`src/rtl/step_motor_sequencer.sv`:
```
// Command-driven full/half-step phase sequencer for one bipolar stepper channel.
// It walks the AX/AY/BX/BY coil pattern at a programmed rate, tracks absolute position and drops the coils on driver FAULT.
module step_motor_sequencer #(
    parameter int PERIOD_W = 24,
    parameter int STEPS_W  = 16
) (
    input  logic                csi_MCLK_clk,
    input  logic                rsi_MRST_reset,
    input  logic                cmd_valid,
    output logic                cmd_ready,
    input  logic                cmd_dir,
    input  logic [STEPS_W-1:0]  cmd_steps,
    input  logic [PERIOD_W-1:0] cmd_period,
    input  logic                half_step,
    input  logic                hold_en,
    input  logic                abort,
    input  logic                fault_n,
    input  logic                fault_clear,
    output logic                AX,
    output logic                AY,
    output logic                BX,
    output logic                BY,
    output logic                busy,
    output logic                done,
    output logic                fault,
    output logic [STEPS_W-1:0]  steps_left,
    output logic signed [31:0]  position
);

    typedef enum logic [1:0] {
        S_IDLE  = 2'd0,
        S_RUN   = 2'd1,
        S_FAULT = 2'd2
    } state_t;

    // Coil pattern {AX,AY,BX,BY} for each table index.
    function automatic logic [3:0] phase_of(input logic [2:0] idx);
        logic [3:0] pat;
        case (idx)
            3'd0:    pat = 4'b1000;
            3'd1:    pat = 4'b1010;
            3'd2:    pat = 4'b0010;
            3'd3:    pat = 4'b0110;
            3'd4:    pat = 4'b0100;
            3'd5:    pat = 4'b0101;
            3'd6:    pat = 4'b0001;
            default: pat = 4'b1001;
        endcase
        return pat;
    endfunction

    state_t               state_q, state_d;
    logic [2:0]           idx_q, idx_d;
    logic signed [31:0]   pos_q, pos_d;
    logic [STEPS_W-1:0]   steps_q, steps_d;
    logic [PERIOD_W-1:0]  cnt_q, cnt_d;
    logic [PERIOD_W-1:0]  period_q, period_d;
    logic                 dir_q, dir_d;
    logic                 half_q, half_d;
    logic [3:0]           coil_q, coil_d;
    logic                 busy_q, busy_d;
    logic                 done_q, done_d;
    logic                 fault_q, fault_d;
    logic                 ready_q, ready_d;
    logic                 sync1_q, sync1_d;
    logic                 sync2_q, sync2_d;

    logic [2:0]           stride;
    logic [2:0]           idx_next;
    logic [PERIOD_W-1:0]  eff_period;

    // Full-step only ever rests on odd (two-coil) entries; an even start takes a single half-step to get there.
    assign stride     = (half_q || !idx_q[0]) ? 3'd1 : 3'd2;
    assign idx_next   = dir_q ? (idx_q + stride) : (idx_q - stride);
    assign eff_period = (cmd_period < PERIOD_W'(2)) ? PERIOD_W'(2) : cmd_period;

    always_comb begin
        // NOTE: every _d gets a default before any branch so no path leaves it unassigned and infers a latch.
        state_d  = state_q;
        idx_d    = idx_q;
        pos_d    = pos_q;
        steps_d  = steps_q;
        cnt_d    = cnt_q;
        period_d = period_q;
        dir_d    = dir_q;
        half_d   = half_q;
        done_d   = 1'b0;
        sync1_d  = fault_n;
        sync2_d  = sync1_q;

        if (!sync2_q) begin
            state_d = S_FAULT;
        end else begin
            case (state_q)
                S_IDLE: begin
                    if (cmd_valid && ready_q) begin
                        dir_d    = cmd_dir;
                        half_d   = half_step;
                        period_d = eff_period;
                        cnt_d    = eff_period;
                        steps_d  = cmd_steps;
                        if (cmd_steps == '0) begin
                            done_d = 1'b1;
                        end else begin
                            state_d = S_RUN;
                        end
                    end
                end
                S_RUN: begin
                    // Abort outranks a coincident period expiry, so no step is taken on that edge.
                    if (abort || steps_q == '0) begin
                        state_d = S_IDLE;
                        done_d  = 1'b1;
                    end else if (cnt_q <= PERIOD_W'(1)) begin
                        idx_d   = idx_next;
                        steps_d = steps_q - STEPS_W'(1);
                        pos_d   = dir_q ? (pos_q + 32'sd1) : (pos_q - 32'sd1);
                        cnt_d   = period_q;
                    end else begin
                        cnt_d = cnt_q - PERIOD_W'(1);
                    end
                end
                S_FAULT: begin
                    if (fault_clear) begin
                        state_d = S_IDLE;
                    end
                end
                default: state_d = S_IDLE;
            endcase
        end

        case (state_d)
            S_RUN:   coil_d = phase_of(idx_d);
            S_IDLE:  coil_d = hold_en ? phase_of(idx_d) : 4'b0000;
            default: coil_d = 4'b0000;
        endcase
        busy_d  = (state_d == S_RUN);
        fault_d = (state_d == S_FAULT);
        ready_d = (state_d == S_IDLE);
    end

    // NOTE: state flops use non-blocking assignments so every register samples pre-edge values.
    always_ff @(posedge csi_MCLK_clk) begin
        if (rsi_MRST_reset) begin
            state_q  <= S_IDLE;
            idx_q    <= 3'd0;
            pos_q    <= 32'sd0;
            steps_q  <= '0;
            cnt_q    <= '0;
            period_q <= '0;
            dir_q    <= 1'b0;
            half_q   <= 1'b0;
            coil_q   <= 4'b0000;
            busy_q   <= 1'b0;
            done_q   <= 1'b0;
            fault_q  <= 1'b0;
            ready_q  <= 1'b0;
            sync1_q  <= 1'b1;
            sync2_q  <= 1'b1;
        end else begin
            state_q  <= state_d;
            idx_q    <= idx_d;
            pos_q    <= pos_d;
            steps_q  <= steps_d;
            cnt_q    <= cnt_d;
            period_q <= period_d;
            dir_q    <= dir_d;
            half_q   <= half_d;
            coil_q   <= coil_d;
            busy_q   <= busy_d;
            done_q   <= done_d;
            fault_q  <= fault_d;
            ready_q  <= ready_d;
            sync1_q  <= sync1_d;
            sync2_q  <= sync2_d;
        end
    end

    assign AX         = coil_q[3];
    assign AY         = coil_q[2];
    assign BX         = coil_q[1];
    assign BY         = coil_q[0];
    assign busy       = busy_q;
    assign done       = done_q;
    assign fault      = fault_q;
    assign cmd_ready  = ready_q;
    assign steps_left = steps_q;
    assign position   = pos_q;

endmodule
```
`config.mk`:
```
export PLATFORM = sky130hd
export DESIGN_NAME = step_motor_sequencer
export DESIGN_NICKNAME = d
export VERILOG_FILES = /design/src/rtl/step_motor_sequencer.sv
export SDC_FILE = /design/constraint.sdc
export NUM_CORES = 1
export LEC_CHECK = 0
export CAP_MARGIN = 20
export CORE_ASPECT_RATIO = 0.9
export CORE_MARGIN = 2
export CORE_UTILIZATION = 42
export CTS_CLUSTER_DIAMETER = 30
export DETAILED_ROUTE_END_ITERATION = 10
export PLACE_DENSITY_LB_ADDON = 0.08
export REMOVE_ABC_BUFFERS = 1
export SYNTH_ARGS = -nofsm -noshare
export SYNTH_HDL_FRONTEND = slang
export SYNTH_SLANG_ARGS = --single-unit
```
`constraint.sdc`:
```
create_clock -name csi_MCLK_clk -period 4.79 [get_ports csi_MCLK_clk]
set_input_delay 0.479 -clock csi_MCLK_clk [delete_from_list [all_inputs] [get_ports csi_MCLK_clk]]
set_output_delay 0.479 -clock csi_MCLK_clk [all_outputs]
set_load 0.01 [all_outputs]
```
==> impl_summary.txt, run 1 <==
----------------------------------------------------
[Setup path]
  Worst Path Arrival ... 4.12 ns
  Critical R2R Launch ... dir_q$_SDFFE_PP0P_
  Cell at the slowest stage of the critical path ... ha_1
  Worst reg2reg path depth ... 11
  Type of the setup path with the least slack ... reg -> reg
  Worst-path fanout max ... 18
  Delay contributed by the slowest stage of the critical path ... 0.56 ns
  Most prevalent standard cell on the critical path ... and3_1
  Worst r2r dst ... position[31]$_SDFFE_PP0P_
  Critical Path Source Type ... flop
  R2R Setup Slk ... 0.98 ns
  Worst setup EP type ... flop
  Cell-by-cell trace of the critical path ... inv_1 -> ha_1 -> and3_1 -> and2_1 -> and3_1 -> a311oi_1 -> o22ai_1 -> nor4_1 -> or4_1 -> a41o_1 -> mux2_1
  Required arrival time at the worst endpoint ... 5.10 ns

[Final layout]
  Layout overhead on the synthesized area ... 26.0%
  Count of antenna diodes in the layout ... 0
  Final std cell area, no fill ... 0.00880 mm^2
  Filler cells ... 1622
  Post-layout nets ... 1110
  Final Util ... 54.4%
  Share of cells above drive strength 1 ... 6.35%

[Floorplan]
  Core region area ... 0.0162 mm^2
  Horiz. Die Dim ... 140 um
  Die Area ... 0.0177 mm^2
  Number of standard-cell rows in the floorplan ... 44
  Starting utilization of the core area ... 43.2%
  # IOs ... 105
  Die extent in y ... 126 um

[Power]
  Total power ... 3.09 mW
  Total power density per cell area ... 351 mW/mm^2
  Internal power ... 2.14 mW
  Max VDD drop ... 0.000296 V
  Switching part of the total ... 30.7%
  Switching power ... 948 uW
  Fraction of power consumed by combinational cells ... 23.9%
  Leakage ... 3.31 nW
  Power share of the sequential group ... 33.4%
  Portion of total power attributed to the clock network ... 42.8%

[Clock network]
  Clock tree from TritonCTS ... yes
  Clock Tree Buf Depth ... 2
  Clock Root Buffer ... clkbuf_16
  Post-CTS setup buffer count ... 0
  H-Tree Level Count ... 4
  Clk_lat worst skew ... 0.43 ns
  Clock-pin slew on the worst setup and hold paths ... 0.06 ns
  Number of clock buffers inserted by TritonCTS ... 17
  Gates resized, CTS repair ... 0
  Total of hold buffers inserted after clock tree synthesis ... 0
  Number of sinks on the clock net ... 113

[Global routing]
  Overflow left after global routing ... 0
  Number of antenna violations at the first check in global routing ... 0
  Vias in the first global route ... 6503
  Global-route wire length before repair ... 33000 um
  Global Route Usage Sum ... 22.7%
  Largest net degree at the start of global routing ... 60

[Drt]
  Antenna Nets Post-Route ... 0
  DRC violation count after routing ... 0
  Sum of routed wire length over all layers ... 19900 um
  Mean routed wirelength per cell ... 16.0 um
  First drt pass iteration count ... 6
  Violation count after the first detailed-routing iteration ... 425
  Drt via density ... 5.63
  Total vias in the final route ... 7020

[Timing]
  Largest clock skew in the final design ... 0.00882 ns
  Post-layout min period ... 3.81 ns
  Tightest Pin Transition ... 0.791 ns
  Final hold viol count ... 0
  Maximum clock frequency ... 263 MHz
  Final setup violation count ... 0
  Headroom to the max-slew limit ... 47.3%
  Final critical-path share of the clock period ... 79.4%
  RSZ-0062 raised after global routing ... no
  Setup TNS ... 0 ns
  Final Max Slew Viols ... 0

[Synthesis]
  Total standard cell area after synthesis ... 0.00699 mm^2
  Main flop type after synthesis ... dfxtp_1
  Number of synthesized flops with an enable pin ... 0
  Multiplexer fraction of the synthesized cell area ... 1.45%
  Gate count after technology mapping ... 941
  Post-synthesis sequential area ratio ... 32.4%
  Number of distinct library cell variants in the gate-level netlist after synthesis ... 63
  Flop and latch count out of synthesis ... 113
  Synthesized-area fraction occupied by xor and xnor cells ... 3.01%
  Compound-cell area share of the yosys netlist ... 25.8%
  Combinational family with the most area after synthesis ... simple AND/OR/NAND/NOR gates
  Fraction of synthesis flops using an asynchronous set or reset pin ... 0%
  Syn_area_per_cell ... 7.42 um^2
  Number of warning messages in the yosys log ... 0
  Adder-Cell Fraction of Synth Area ... 6.48%
  Simple-gate area share of the yosys netlist ... 26.5%

[Placed design]
  IO buf count ... 104
  Dpl hpwl ... 13400 um
  Routability congestion estimate from global placement ... 0.889
  Instance area at placement ... 0.00817 mm^2

[Hold path]
  Endpoint of the worst hold-timing path ... period_q[0]$_SDFFE_PP0P_
  Worst min-delay path category ... reg -> reg
  Hold path startpoint ... period_q[0]$_SDFFE_PP0P_
  Hold depth ... 2

[Run]
  Max-capacitance violation count ... 0

[Status]
  Outcome ... complete, no violations

----------------------------------------------------
[through the flow]
step	hold slack (ns)	std cells	setup WS [ns]
after global placement	0.444	1213	1.08
final	0.455	1246	0.984
after CTS	0.458	1245	1.01
after detailed placement	0.450	1213	1.03
after floorplan	0.389	890	0.239
after global routing	0.471	1246	0.690
[cell usage in the layout (no fill, tap or decap), types with 4 or more instances in the layout]
cell	instances
a21o_1	14
clkbuf_8	7
a211oi_1	19
nand4_1	6
or4_1	8
buf_4	13
or2_2	5
and2_1	10
a31oi_1	6
xor2_1	9
a41oi_1	4
nor2b_1	7
or3_1	4
nor3b_1	5
nand3_1	18
o21ai_0	64
xnor2_1	15
nand2_1	147
a211oi_2	5
inv_1	22
and3_1	7
nor2_1	96
a21oi_1	108
clkbuf_16	17
o211ai_1	25
a221oi_1	5
clkdlybuf4s50_1	103
nor3_1	44
a311oi_1	5
ha_1	33
nor4_1	21
mux2i_1	9
o21bai_1	7
dfxtp_1	113
a22oi_1	6
[how the worst max path moves through the flow]
stage	startpoint	endpoint	slack, ns	cells past startpoint
after floorplan	state_q[0]$_SDFF_PP0_	position[31]$_SDFFE_PP0P_	0.24	6
after global placement	dir_q$_SDFFE_PP0P_	position[31]$_SDFFE_PP0P_	1.08	11
after detailed placement	dir_q$_SDFFE_PP0P_	position[31]$_SDFFE_PP0P_	1.03	11
after CTS	dir_q$_SDFFE_PP0P_	position[31]$_SDFFE_PP0P_	1.01	11
after global routing	dir_q$_SDFFE_PP0P_	position[31]$_SDFFE_PP0P_	0.69	11
final	dir_q$_SDFFE_PP0P_	position[31]$_SDFFE_PP0P_	0.98	11
[worst max-delay path, delay by kind of cell (launching register included)]
kind            cells  cell delay, ns
compound gates      3            0.67
fa+ha+maj           1            0.56
simple gates        5            1.30
buf+inv             1            0.39
mux                 1            0.30
flops               1            0.48
[Yosys cell counts (all sizes together), types with 14 or more instances]
master	instances	area [um^2]
a211oi	24	205
a21o	14	105
a21oi	110	562
clkbuf	40	151
dfxtp	113	2260
ha	33	413
inv	22	82.6
nand2	147	552
nand3	18	90.1
nor2	97	364
nor3	44	220
nor4	23	165
o211ai	25	188
o21ai	65	325
xnor2	15	131
[kinds of logic (layout without fill, tap and decap cells)]
group,count (synthesis),count (layout)
flip-flops,113,113
multiplexers,10,10
buffers and inverters,73,171
XOR/XNOR,24,24
AO/OA/AOI/OAI,291,291
AND/OR/NAND/NOR,395,395
adder cells (fa/ha/maj),35,35
[metal layers]
metal	wire length [um]	up-vias	global-route usage [%]	part of all wire [%]
met4	254	0	6.65	1.3
met3	833	22	4.76	4.2
met1	10400	3263	33.5	52
met5	0	-	0	0
li1	-	3580	-	-
met2	8380	155	33.2	42
[sequential cells by signal (all words and copies together) (netlist names), 2 cells and up]
name	cells
cnt_q	24
coil_q	4
idx_q	3
period_q	24
position	32
state_q	2
steps_left	16
[power groups by stage]
| stage | Combinational (mW) | Clock, mW | Sequential, mW |
|---|---|---|---|
| 2_1_floorplan | 0.478 | 0 | 1.05 |
| 3_3_place_gp | 0.731 | 0 | 1.05 |
| 3_5_place_dp | 0.730 | 0 | 1.05 |
| 4_1_cts | 0.736 | 1.34 | 1.03 |
| 5_1_grt | 0.824 | 1.39 | 1.04 |
| 6_report | 0.738 | 1.32 | 1.03 |
[layout make-up]
cell class	count	area [um^2]	share of cell area (%)
timing repair buffer	117	1140	13.0
multi-input combinational	755	4430	50.4
clock buffer	24	522	5.93
tap	207	259	2.94
inverter	22	82.6	0.938
clock inverter	8	98.8	1.12
sequential	113	2260	25.7
Note: power is estimated with default switching activity, not from simulation.
==> inputs of run 2 (changes only) <==
==> constraint.sdc (replaced) <==
create_clock -name csi_MCLK_clk -period 3.6 [get_ports csi_MCLK_clk]
set_input_delay 0.36 -clock csi_MCLK_clk [delete_from_list [all_inputs] [get_ports csi_MCLK_clk]]
set_output_delay 0.36 -clock csi_MCLK_clk [all_outputs]
set_load 0.01 [all_outputs]
==> impl_summary.txt, run 2 (synthesis gave the netlist of run 1 again) <==
----------------------------------------------------
[Setup path]
  Type of the setup path with the least slack ... reg -> reg
  Worst-path fanout max ... 14 (-4)
  Worst setup EP type ... flop
  Worst Path Arrival ... 3.70 ns (-0.42 ns)
  Critical Path Source Type ... flop
  Required arrival time at the worst endpoint ... 3.90 ns (-1.20 ns)

[Timing]
  Final hold viol count ... 0 (unchanged)
  Headroom to the max-slew limit ... 46.1% (-1.1 points)
  Final setup violation count ... 0 (unchanged)
  Final critical-path share of the clock period ... 94.3% (+15 points)
  Minimum setup slack in the final design ... 0.204 ns (-0.781 ns)
  Maximum clock frequency ... 294 MHz (+12%)
  RSZ-0062 raised after global routing ... no
  Setup TNS ... 0 ns (unchanged)
  Tightest Pin Transition ... 0.808 ns (+0.0168 ns)
  Largest clock skew in the final design ... 0.00830 ns (-0.000522 ns)
  Final Max Slew Viols ... 0 (unchanged)
  Tightest hold margin ... 0.407 ns (-0.0479 ns)
  Post-layout min period ... 3.40 ns (-0.409 ns)

[Global routing]
  Overflow left after global routing ... 0 (unchanged)
  Global Route Usage Sum ... 22.1% (-0.53 points)
  Number of antenna violations at the first check in global routing ... 0 (unchanged)
  Global-route wire length before repair ... 32100 um (-2.6%)
  Largest net degree at the start of global routing ... 71 (+18%)
  Vias in the first global route ... 6355 (-2.3%)

[Drt]
  Mean routed wirelength per cell ... 15.6 um (-2.6%)
  Sum of routed wire length over all layers ... 19500 um (-1.9%)
  Routed met2 length ... 8060 um (-3.8%)
  Violation count after the first detailed-routing iteration ... 549 (+29%)
  Met3 wire len ... 1030 um (+24%)
  Antenna Nets Post-Route ... 0 (unchanged)
  First drt pass iteration count ... 8 (+2)
  Total routed wire length on the met1 layer ... 10300 um (-1.7%)
  Drt via density ... 5.61 (-0.44%)
  Total vias in the final route ... 7034 (+0.20%)
  Top routing layer in use ... met4
  DRC violation count after routing ... 0 (unchanged)

[Placed design]
  IO buf count ... 104 (unchanged)
  Count of placed standard cells including taps ... 1222 (+0.74%)
  Dpl hpwl ... 13300 um (-0.58%)
  Routability congestion estimate from global placement ... 0.857 (-3.6%)
  Dpl ws ... 0.125 ns (-0.901 ns)
  Instance area at placement ... 0.00826 mm^2 (+1.1%)

[Power]
  Total power ... 4.01 mW (+30%)
  Leakage ... 3.34 nW (+0.87%)
  Total power density per cell area ... 452 mW/mm^2 (+29%)
  Max VDD drop ... 0.000367 V (+24%)

[Final layout]
  Final Util ... 54.8% (+0.43 points)
  Final std cell area, no fill ... 0.00887 mm^2 (+0.78%)
  Number of cells in the finished layout apart from fillers ... 1254 (+0.64%)
  Layout overhead on the synthesized area ... 27.0%
  Share of cells above drive strength 1 ... 6.97% (+0.62 points)
  Post-layout nets ... 1120 (+0.90%)
  Count of antenna diodes in the layout ... 0 (unchanged)
  Flip-flop count of the largest register after layout ... 32 (unchanged)
  Filler cells ... 1574 (-3.0%)
  Commonest non-fill, non-tap cells in the layout ... nand2_1, dfxtp_1, a21oi_1
  Leading cell type in the layout, fill and taps excluded ... nand2_1

[Floorplan]
  Die Area ... 0.0177 mm^2 (unchanged)
  Core region area ... 0.0162 mm^2 (unchanged)
  Die extent in y ... 126 um (unchanged)
  Number of standard-cell rows in the floorplan ... 44 (unchanged)
  Starting utilization of the core area ... 43.2% (unchanged)
  # IOs ... 105 (unchanged)
  Horiz. Die Dim ... 140 um (unchanged)

[Clock network]
  Clock Tree Buf Depth ... 2 (unchanged)
  H-Tree Level Count ... 4 (unchanged)
  Number of sinks on the clock net ... 113 (unchanged)
  Total of hold buffers inserted after clock tree synthesis ... 0 (unchanged)
  Clk_lat worst skew ... 0.42 ns (about the same)
  Number of clock buffers inserted by TritonCTS ... 17 (unchanged)
  Clock Root Buffer ... clkbuf_16
  Clock tree from TritonCTS ... yes
  Clock-pin slew on the worst setup and hold paths ... 0.05 ns (about the same)

[Run]
  Max-capacitance violation count ... 0 (unchanged)

[Hold path]
  Worst min-delay path category ... reg -> reg

[Status]
  Outcome ... complete, no violations

----------------------------------------------------
run 2: changes by cell type in the layout (fill, tap and decap cells not counted), sizes merged:
| cell | before | now |
|---|---|---|
| bufinv | 2 | 1 |
| clkinvlp | 2 | 3 |
| inv | 22 | 21 |
| clkbuf | 24 | 27 |
| clkinv | 4 | 0 |
| buf | 14 | 24 |
run 2: timing repair:
action / CTS / global route
endpoints found under the setup margin: 0 / 1
setup buffers: 0 / 2
gates resized for setup: 0 / 2
run 2: report_power, final:
part           switching (mW)  total, mW  leakage [nW]  internal [mW]
Sequential             0.0573       1.37         0.918           1.31
Combinational           0.592      0.996          2.14          0.404
Clock                   0.573       1.64         0.278           1.07
run 2: layer usage:
metal	global-route usage, %	vias up
met5	0	-
met4	4.94	0
met3	5.06	13
met2	31.9	181
met1	33.6	3228
li1	-	3612
run 2: path summary, 6_finish.rpt:
| path | slack (ns) | start | end | depth (start not counted) |
|---|---|---|---|---|
| max reg2reg | 0.20 | dir_q$_SDFFE_PP0P_ | position[31]$_SDFFE_PP0P_ | 12 |
| min | 0.41 | sync1_q$_SDFF_PP1_ | sync2_q$_SDFF_PP1_ | 1 |
| max | 0.20 | dir_q$_SDFFE_PP0P_ | position[31]$_SDFFE_PP0P_ | 12 |
| min reg2reg | 0.41 | sync1_q$_SDFF_PP1_ | sync2_q$_SDFF_PP1_ | 1 |
run 2: cell type report:
type | count | area [um^2] | share of cell area, %
clock buffer | 27 | 533 | 6.01
tap | 207 | 259 | 2.92
multi-input combinational | 755 | 4440 | 50.0
inverter | 22 | 86.3 | 0.973
timing repair buffer | 127 | 1250 | 14.1
sequential | 113 | 2260 | 25.5
clock inverter | 3 | 45.0 | 0.508
run 2: critical path, cell delays in order, from the launching register on:
cell and delay, ns:
dfxtp_1 0.37, clkinvlp_4 0.11, buf_12 0.15, ha_1 0.39, and3_1 0.27, and2_1 0.19
and3_1 0.23, a311oi_1 0.15, o22ai_1 0.30, nor4_1 0.09, or4_1 0.52, a41o_1 0.22
mux2_1 0.30
==> inputs of run 3 (changes only) <==
--- a/config.mk
+++ b/config.mk
@@ -7,7 +7,6 @@
 export LEC_CHECK = 0
 export CAP_MARGIN = 20
 export CORE_ASPECT_RATIO = 0.9
-export CORE_MARGIN = 2
 export CORE_UTILIZATION = 42
 export CTS_CLUSTER_DIAMETER = 30
 export DETAILED_ROUTE_END_ITERATION = 10
==> impl_summary.txt, run 3 (synthesis gave the netlist of run 1 again) <==
----------------------------------------------------
[Status]
  Outcome ... complete, no violations

[Setup path]
  Cell-by-cell trace of the critical path ... inv_1 -> buf_12 -> ha_1 -> and3_1 -> and2_1 -> and3_1 -> a311oi_1 -> o22ai_1 -> nor4_1 -> or4_1 -> a41o_1 -> mux2_1
  Worst Path Arrival ... 3.67 ns (-0.03 ns)
  Last element of the critical path ... position[31]$_SDFFE_PP0P_
  Crit path launch ... dir_q$_SDFFE_PP0P_
  Worst setup EP type ... flop
  Delay contributed by the slowest stage of the critical path ... 0.53 ns (about the same)
  Critical R2R Launch ... dir_q$_SDFFE_PP0P_
  Worst-path fanout max ... 31 (+17)
  Type of the setup path with the least slack ... reg -> reg
  Buffers & Inverters on Critical Path ... 2 (unchanged)
  Worst r2r dst ... position[31]$_SDFFE_PP0P_
  Most prevalent standard cell on the critical path ... and3_1
  Path length in cells of the critical path ... 12 (unchanged)
  Gate family responsible for the most delay along the worst path ... simple AND/OR/NAND/NOR gates
  Cell at the slowest stage of the critical path ... or4_1
  Critical Path Source Type ... flop
  R2R Setup Slk ... 0.24 ns (+0.03 ns)
  Required arrival time at the worst endpoint ... 3.90 ns (about the same)
  Worst reg2reg path depth ... 12 (unchanged)

[Floorplan]
  Die extent in y ... 124 um (-1.6%)
  Die Area ... 0.0172 mm^2 (-3.0%)
  Starting utilization of the core area ... 43.2% (unchanged)
  Core region area ... 0.0162 mm^2 (unchanged)
  # IOs ... 105 (unchanged)
  Number of standard-cell rows in the floorplan ... 44 (unchanged)
  Horiz. Die Dim ... 138 um (-1.4%)

[Drt]
  Total vias in the final route ... 7052 (+0.26%)
  Top routing layer in use ... met4
  Sum of routed wire length over all layers ... 19300 um (-1.3%)
  Antenna Nets Post-Route ... 0 (unchanged)
  First drt pass iteration count ... 5 (-3)
  Violation count after the first detailed-routing iteration ... 486 (-11%)
  DRC violation count after routing ... 0 (unchanged)
  Met3 wire len ... 925 um (-10%)
  Drt via density ... 5.62 (+0.26%)
  Routed met2 length ... 7900 um (-2.0%)
  Mean routed wirelength per cell ... 15.4 um (-1.3%)
  Total routed wire length on the met1 layer ... 10200 um (-0.97%)

[Timing]
  Final critical-path share of the clock period ... 93.4% (-0.93 points)
  Setup TNS ... 0 ns (unchanged)
  Final Max Slew Viols ... 0 (unchanged)
  Largest clock skew in the final design ... 0.00658 ns (-0.00172 ns)
  Post-layout min period ... 3.36 ns (-0.0334 ns)
  Final setup violation count ... 0 (unchanged)
  Tightest Pin Transition ... 0.631 ns (-0.177 ns)
  RSZ-0062 raised after global routing ... no
  Headroom to the max-slew limit ... 57.9% (+12 points)
  Final hold viol count ... 0 (unchanged)
  Maximum clock frequency ... 297 MHz (+0.99%)

[Clock network]
  Clock-pin slew on the worst setup and hold paths ... 0.05 ns (about the same)
  Clock Root Buffer ... clkbuf_16
  Clock Tree Buf Depth ... 2 (unchanged)
  Number of sinks on the clock net ... 113 (unchanged)
  Clock tree from TritonCTS ... yes
  Number of clock buffers inserted by TritonCTS ... 17 (unchanged)
  Total of hold buffers inserted after clock tree synthesis ... 0 (unchanged)
  Gates resized, CTS repair ... 0 (unchanged)
  Clk_lat worst skew ... 0.42 ns (about the same)
  Post-CTS setup buffer count ... 0 (unchanged)
  H-Tree Level Count ... 4 (unchanged)

[Placed design]
  Dpl hpwl ... 13400 um (+0.40%)
  Routability congestion estimate from global placement ... 0.851 (-0.70%)
  IO buf count ... 104 (unchanged)

[Final layout]
  Flip-flop count of the largest register after layout ... 32 (unchanged)
  Layout overhead on the synthesized area ... 26.7%
  Final Util ... 54.7% (-0.12 points)
  Share of cells above drive strength 1 ... 6.97% (unchanged)
  Commonest non-fill, non-tap cells in the layout ... nand2_1, dfxtp_1, a21oi_1
  Post-layout nets ... 1118 (-0.18%)
  Count of antenna diodes in the layout ... 0 (unchanged)
  Leading cell type in the layout, fill and taps excluded ... nand2_1

[Global routing]
  Overflow left after global routing ... 0 (unchanged)
  Global Route Usage Sum ... 23.3% (+1.1 points)
  Number of antenna violations at the first check in global routing ... 0 (unchanged)
  Largest net degree at the start of global routing ... 56 (-21%)
  Global-route wire length before repair ... 32000 um (-0.32%)
  Vias in the first global route ... 6346 (-0.14%)

[Power]
  Switching power ... 1.25 mW (+2.1%)
  Internal power ... 2.85 mW (+2.2%)
  Fraction of power consumed by combinational cells ... 24.2% (-0.7 points)
  Power share of the sequential group ... 33.4% (-0.8 points)
  Total power density per cell area ... 463 mW/mm^2 (+2.4%)
  Max VDD drop ... 0.000390 V (+6.0%)
  Leakage ... 3.35 nW (+0.21%)
  Switching part of the total ... 30.5% (about the same)
  Portion of total power attributed to the clock network ... 42.3% (+1.3 points)

[Run]
  Max-capacitance violation count ... 0 (unchanged)

[Hold path]
  Worst min-delay path category ... reg -> reg

----------------------------------------------------
==> run 3: cell count changes in the layout (fill, tap and decap cells not counted), sizes merged <==
| cell | delta |
|---|---|
| clkinv | +6 |
| bufinv | +2 |
| inv | +1 |
| clkbuf | -6 |
| buf | -2 |
| clkinvlp | -1 |
==> run 3: power groups by stage <==
stage,clock network [mW],logic (mW),registers [mW]
finish,1.73,0.993,1.37
detailed placement,0,0.986,1.39
global placement,0,0.987,1.39
global route,1.84,1.11,1.38
CTS,1.77,0.993,1.37
floorplan,0,0.636,1.39
==> run 3: per-layer routing <==
metal	global-route usage (%)	vias up
met3	4.80	22
li1	-	3606
met2	32.1	157
met1	35.5	3267
met5	0	-
met4	7.23	0
==> run 3: worst min-delay path by stage <==
stage	endpoint	from	slack, ns	cells past startpoint
after floorplan	sync2_q$_SDFF_PP1_	sync1_q$_SDFF_PP1_	0.39	1
after global placement	sync2_q$_SDFF_PP1_	sync1_q$_SDFF_PP1_	0.39	1
after detailed placement	sync2_q$_SDFF_PP1_	sync1_q$_SDFF_PP1_	0.40	1
after CTS	sync2_q$_SDFF_PP1_	sync1_q$_SDFF_PP1_	0.41	1
after global routing	sync2_q$_SDFF_PP1_	sync1_q$_SDFF_PP1_	0.42	1
final	sync2_q$_SDFF_PP1_	sync1_q$_SDFF_PP1_	0.41	1
==> run 3: final cells by class <==
| cell class | instances | area (um^2) |
|---|---|---|
| fillers | 1599 | 7330 |
| multi-input cells | 755 | 4430 |
| flip-flops and latches | 113 | 2260 |
| repair buffers | 125 | 1210 |
| clock buffers | 21 | 470 |
| well taps | 207 | 259 |
| clock inverters | 11 | 135 |
| inverters | 22 | 82.6 |
==> run 3: per-stage QoR <==
step	power (mW)	instance area (um^2)	worst slack (ns)	std cells	hold slack, ns
6_report	4.10	8850	0.237	1254	0.407
5_1_grt	4.33	8850	0.103	1254	0.424
4_1_cts	4.13	8850	0.264	1254	0.409
3_5_place_dp	2.38	8250	0.286	1222	0.396
3_3_place_gp	2.38	8250	0.332	1222	0.394
2_1_floorplan	2.03	6760	-0.951	890	0.389
